==> src/rtl/run_monitor_if.sv <==
// run_monitor_if: instruction-snoop, register-read and dump-stream signals of run_monitor.
interface run_monitor_if #(
    parameter int DATA_W = 32,
    parameter int REG_AW = 5
) ();
    logic              inst_valid;
    logic [DATA_W-1:0] inst_word;
    logic [REG_AW-1:0] reg_addr;
    logic [DATA_W-1:0] reg_data;
    logic              dump_valid;
    logic              dump_ready;
    logic [REG_AW-1:0] dump_idx;
    logic [DATA_W-1:0] dump_data;

    modport master (
        input  inst_valid, inst_word, reg_data, dump_ready,
        output reg_addr, dump_valid, dump_idx, dump_data
    );

    modport slave (
        output inst_valid, inst_word, reg_data, dump_ready,
        input  reg_addr, dump_valid, dump_idx, dump_data
    );
endinterface

==> src/rtl/run_monitor.sv <==
// run_monitor: times a program run until HALT_WORD or TIMEOUT, then streams a register dump.
module run_monitor #(
    parameter int                DATA_W    = 32,
    parameter int                REG_AW    = 5,
    parameter int                DUMP_N    = 10,
    parameter int                TIMEOUT   = 500,
    parameter logic [DATA_W-1:0] HALT_WORD = 32'hFFFF_FFFF,
    parameter int                CNT_W     = 32
) (
    input  logic             CLOCK_50,
    input  logic             RSTN_N,
    input  logic             start,
    run_monitor_if.master    bus,
    output logic [CNT_W-1:0] clk_cnt,
    output logic             busy,
    output logic             done,
    output logic             halt_seen,
    output logic             timed_out
);
    typedef enum logic [1:0] {IDLE, RUN, DUMP, DONE} state_t;

    state_t            state, state_nx;
    logic [REG_AW-1:0] idx_q;
    logic [DATA_W-1:0] data_q;
    logic              halt, tmo, last, accept;

    assign halt   = bus.inst_valid && bus.inst_word == HALT_WORD;
    assign tmo    = clk_cnt == CNT_W'(TIMEOUT - 1);
    assign last   = idx_q == REG_AW'(DUMP_N - 1);
    assign accept = state == DUMP && bus.dump_ready;

    // reg_addr runs one index ahead so dump_data can reload every accepted cycle
    assign bus.reg_addr   = state == DUMP ? idx_q + 1'b1 : '0;
    assign bus.dump_valid = state == DUMP;
    assign bus.dump_idx   = idx_q;
    assign bus.dump_data  = data_q;
    assign busy           = state == RUN || state == DUMP;
    assign done           = state == DONE;

    always_comb begin
        state_nx = state;
        case (state)
            IDLE, DONE: state_nx = start ? RUN : state;
            RUN:        state_nx = halt || tmo ? DUMP : RUN;
            DUMP:       state_nx = accept && last ? DONE : DUMP;
            default:    state_nx = IDLE;
        endcase
    end

    always_ff @(posedge CLOCK_50 or negedge RSTN_N) begin
        if (!RSTN_N) begin
            state     <= IDLE;
            clk_cnt   <= '0;
            halt_seen <= 1'b0;
            timed_out <= 1'b0;
            idx_q     <= '0;
            data_q    <= '0;
        end else begin
            state <= state_nx;
            case (state)
                IDLE, DONE: if (start) begin
                    clk_cnt   <= '0;
                    halt_seen <= 1'b0;
                    timed_out <= 1'b0;
                    idx_q     <= '0;
                end
                RUN: begin
                    if (~&clk_cnt) clk_cnt <= clk_cnt + 1'b1;
                    if (halt) halt_seen <= 1'b1;
                    else if (tmo) timed_out <= 1'b1;
                    if (halt || tmo) data_q <= bus.reg_data;
                end
                DUMP: if (accept && !last) begin
                    idx_q  <= idx_q + 1'b1;
                    data_q <= bus.reg_data;
                end
                default: ;
            endcase
        end
    end
endmodule

==> src/flat_wrapper.sv <==
// flat-port wrapper written by rule: the top's interface ports become plain ports
module run_monitor_flat 
#(
    parameter int                DATA_W    = 32,
    parameter int                REG_AW    = 5,
    parameter int                DUMP_N    = 10,
    parameter int                TIMEOUT   = 500,
    parameter logic [DATA_W-1:0] HALT_WORD = 32'hFFFF_FFFF,
    parameter int                CNT_W     = 32
)
  (CLOCK_50, RSTN_N, start, clk_cnt, busy, done, halt_seen, timed_out, bus_inst_valid, bus_inst_word, bus_reg_data, bus_dump_ready, bus_reg_addr, bus_dump_valid, bus_dump_idx, bus_dump_data);
  run_monitor_if #(.DATA_W(DATA_W), .REG_AW(REG_AW)) bus_i ();
  input  logic CLOCK_50;
  input  logic RSTN_N;
  input  logic start;
  output logic [CNT_W-1:0] clk_cnt;
  output logic busy;
  output logic done;
  output logic halt_seen;
  output logic timed_out;
  input wire logic [$bits(bus_i.inst_valid)-1:0] bus_inst_valid;
  input wire logic [$bits(bus_i.inst_word)-1:0] bus_inst_word;
  input wire logic [$bits(bus_i.reg_data)-1:0] bus_reg_data;
  input wire logic [$bits(bus_i.dump_ready)-1:0] bus_dump_ready;
  output wire logic [$bits(bus_i.reg_addr)-1:0] bus_reg_addr;
  output wire logic [$bits(bus_i.dump_valid)-1:0] bus_dump_valid;
  output wire logic [$bits(bus_i.dump_idx)-1:0] bus_dump_idx;
  output wire logic [$bits(bus_i.dump_data)-1:0] bus_dump_data;
  assign bus_i.inst_valid = bus_inst_valid;
  assign bus_i.inst_word = bus_inst_word;
  assign bus_i.reg_data = bus_reg_data;
  assign bus_i.dump_ready = bus_dump_ready;
  assign bus_reg_addr = bus_i.reg_addr;
  assign bus_dump_valid = bus_i.dump_valid;
  assign bus_dump_idx = bus_i.dump_idx;
  assign bus_dump_data = bus_i.dump_data;
  run_monitor #(.DATA_W(DATA_W), .REG_AW(REG_AW), .DUMP_N(DUMP_N), .TIMEOUT(TIMEOUT), .HALT_WORD(HALT_WORD), .CNT_W(CNT_W)) u_core (.CLOCK_50(CLOCK_50), .RSTN_N(RSTN_N), .start(start), .bus(bus_i), .clk_cnt(clk_cnt), .busy(busy), .done(done), .halt_seen(halt_seen), .timed_out(timed_out));
endmodule
==> config.mk <==
export PLATFORM = sky130hd
export DESIGN_NAME = run_monitor_flat
export DESIGN_NICKNAME = d
export VERILOG_FILES = /design/src/rtl/run_monitor_if.sv /design/src/rtl/run_monitor.sv /design/src/flat_wrapper.sv
export SDC_FILE = /design/constraint.sdc
export NUM_CORES = 1
export LEC_CHECK = 0
export CORE_UTILIZATION = 45
export CTS_BUF_LIST = sky130_fd_sc_hd__clkbuf_2 sky130_fd_sc_hd__clkbuf_4 sky130_fd_sc_hd__clkbuf_8
export DETAILED_ROUTE_END_ITERATION = 16
export PLACE_DENSITY = 0.87
export SLEW_MARGIN = 20
export SYNTH_ARGS = -nofsm -noshare
export SYNTH_HDL_FRONTEND = slang
export SYNTH_SLANG_ARGS = --single-unit
==> constraint.sdc <==
create_clock -name CLOCK_50 -period 2.8 [get_ports CLOCK_50]
set_clock_uncertainty 0.15 [all_clocks]
set_input_delay 0.28 -clock CLOCK_50 [delete_from_list [all_inputs] [get_ports CLOCK_50]]
set_output_delay 0.28 -clock CLOCK_50 [all_outputs]
set_load 0.005 [all_outputs]
==> metrics.cfg <==
[run_status]
violations = hold timing
status = complete, but fails checks

[critical_path]
cp_data_arrival_time_ns = 2.73
crit_type = flip-flop to flip-flop
required_ns = 2.89
path_max_fanout = 32
start_kind = flip-flop
crit_path_end_kind = flip-flop

[finish]
antenna_cells = 0
area_growth_pct = 49.2
drive_gt1_frac = 0.158
fillCellCount = 589
final_core_util = 0.691
layout_common_cells = clkdlybuf4s50_1, dfrtp_1, mux2_2, nand2_1, nand4_1
fin_cells = 636
finish.instance_area_um2 = 5680
final_nets = 601
layout_commonest_cell = clkdlybuf4s50_1

[drt]
drc_errors = 0
final_antenna_net_count = 0
finalWirelength_mm = 11.1
viasPerCell = 5.78
vias = 3679
dr.pass1.iters = 5
wire_per_inst_um = 17.4
drtIter0Drc = 291

[yosys]
syn-cell-area_um2 = 3810
muxShareOfSynthArea = 0.118
syn_inst = 364
synthesis.nets = 439
synth-xor-area-share = 0.0161
ys_ff_latch = 73
ys_seq_area_frac = 0.480
synth_top_family_by_area = simple AND/OR/NAND/NOR gates
synth_adder_area_share = 0.0197
synth-simple-area-share = 0.229
synthDistinctLibCells = 49
postSynthAreaPerCell_um2 = 10.5
synth_compound_area_frac = 0.108
yosys_warnings = 0

[floorplanning]
die_h_um = 94
die_w_um = 94
core_area_um2 = 8220
fp-row-count = 33
die_area_um2 = 8840
start_util = 0.464
num_io_pins = 148

[timing]
whs_ns = -0.0357
worst_pin_slew_ns = 0.928
fin_crit_ns = 2.64
setup_viol_count_final = 0
slew_headroom = 0.381
drv_slew = 0
timing.final.crit_share = 0.942
finalSetupTns_ns = 0
max_clock_freq_mhz = 379
hold_viol_final = 10
grt_setup_unrepaired = no
finalWorstSetupSlack_ns = 0.163

[clock_network]
htree_levels = 3
hold_buffers = 0
cts_setup_buffers = 0
clock_path_buffers = 2
clock-sinks = 73
numCtsBuffers = 9
cts_tree = done
clk_latency_ns = 0.36
cts.clk_slew.worst_paths_ns = 0.09
cts_root_buf = clkbuf_8

[flow_run]
max_cap_violations = 0

[global_route]
grt_pass1_wl_mm = 17.2
groute.usage.overall = 0.252
antenna_found_initial = 0
grt_overflow = 0
grt_max_degree = 74
grt_pass1_vias = 3434

[power_and_ir_drop]
p_per_area_nw_per_um2 = 671
vdd_drop_max_uv = 322
power_leakage_nw = 2.27
p_total_mw = 3.81

[placement]
portBuffers = 147
dpl.hpwl_mm = 7.99
gp_congestion = 0.885
place_worst_setup_slack_ns = 0.139
dpl.cell_count = 620
placed_area_um2 = 5490

[worst_hold_path]
hold_path.class = primary input to async pin

final cells by class:
type | count | area (µm²) | share of cell area
Timing Repair Buffer | 165 | 1620 | 0.285
Multi-Input combinational cell | 269 | 1890 | 0.333
Clock buffer | 9 | 124 | 0.0218
Sequential cell | 73 | 1830 | 0.322
Clock inverter | 7 | 60.1 | 0.0106
Inverter | 8 | 30.0 | 0.00529
Tap cell | 105 | 131 | 0.0231
registers in the layout (all words and copies together) (netlist names):
register,cells
u_core.bus.dump_data,32
u_core.halt_seen,1
u_core.timed_out,1
u_core.state,2
u_core.bus.dump_idx,5
u_core.clk_cnt,32
report_power, final:
part           internal [mW]  leakage (nW)  switching (mW)
clock network          0.337        0.0848           0.457
logic                  0.927          1.27           0.462
registers               1.36         0.916           0.266
cell families (layout without fill, tap and decap cells):
| group | Yosys count | count (layout) |
|---|---|---|
| buffers and inverters | 22 | 189 |
| DFF | 73 | 73 |
| xor gates and xnor gates | 7 | 7 |
| adders and majority gates | 6 | 6 |
| muxes | 40 | 40 |
| and+or+nand+nor | 152 | 152 |
| AOI/OAI and AO/OA | 64 | 64 |
path summary, 6_finish.rpt:
path	start	to	slack, ns	depth (start not counted)
max	u_core.clk_cnt[0]$_DFFE_PN0P_	u_core.bus.dump_data[11]$_DFFE_PN0P_	0.16	7
min	RSTN_N	u_core.bus.dump_data[9]$_DFFE_PN0P_	-0.04	2
max reg2reg	u_core.clk_cnt[0]$_DFFE_PN0P_	u_core.bus.dump_data[11]$_DFFE_PN0P_	0.16	7
min reg2reg	u_core.halt_seen$_DFFE_PN0P_	u_core.halt_seen$_DFFE_PN0P_	0.35	1
max in group asynchronous	RSTN_N	u_core.clk_cnt[17]$_DFFE_PN0P_	1.90	2
min in group CLOCK_50	u_core.halt_seen$_DFFE_PN0P_	u_core.halt_seen$_DFFE_PN0P_	0.35	1
repair_timing:
action | CTS | global route
gates resized for setup | 0 | 2
setup endpoints to repair | 0 | 5
endpoints found under the hold margin | 0 | 0
metal layers:
metal	global-route usage	up-vias	wire length, µm
li1	-	1710	-
met1	0.316	1734	4470
met2	0.428	214	5330
met3	0.0494	21	1020
met4	0.0962	0	233
met5	0	-	0
cells in the mapped netlist (all sizes together):
| cell type | n | area, µm² |
|---|---|---|
| or2 | 1 | 6.26 |
| o221ai | 1 | 8.76 |
| a21o | 1 | 7.51 |
| or3 | 12 | 75.1 |
| a221o | 1 | 10.0 |
| o21a | 2 | 15.0 |
| o31ai | 5 | 51.3 |
| and2 | 7 | 43.8 |
| nor4 | 13 | 93.8 |
| and4 | 5 | 43.8 |
| o2111ai | 1 | 8.76 |
| nand3 | 19 | 95.1 |
| inv | 8 | 30.0 |
| xor2 | 4 | 35.0 |
| a21oi | 19 | 95.1 |
| mux2 | 38 | 428 |
| nor3 | 7 | 35.0 |
| nor2b | 2 | 12.5 |
| o311ai | 5 | 43.8 |
| ha | 6 | 75.1 |
| o211ai | 2 | 15.0 |
| dfrtp | 73 | 1830 |
| nand2 | 30 | 113 |
| o41ai | 1 | 8.76 |
| nand4 | 21 | 146 |
| mux2i | 2 | 20.0 |
| nand2b | 2 | 12.5 |
| nor3b | 1 | 7.51 |
| nor2 | 16 | 62.6 |
| xnor2 | 3 | 26.3 |
| and3 | 5 | 31.3 |
| or4 | 8 | 63.8 |
| a31oi | 7 | 43.8 |
| buf | 7 | 53.8 |
| o21ai | 16 | 80.1 |
| a211o | 1 | 8.76 |
| or4b | 1 | 10.0 |
| clkbuf | 7 | 30.0 |
| nor4bb | 2 | 20.0 |
| a22oi | 2 | 15.0 |
worst max-delay path: stages, from the launching register on:
cell and delay, ns:
dfrtp_1 0.43, ha_1 0.23, nor4bb_1 0.29, and4_1 0.25, nand4_1 0.27, a31oi_4 0.30
buf_12 0.23, mux2_2 0.37
(Power assumes the default switching activity.)
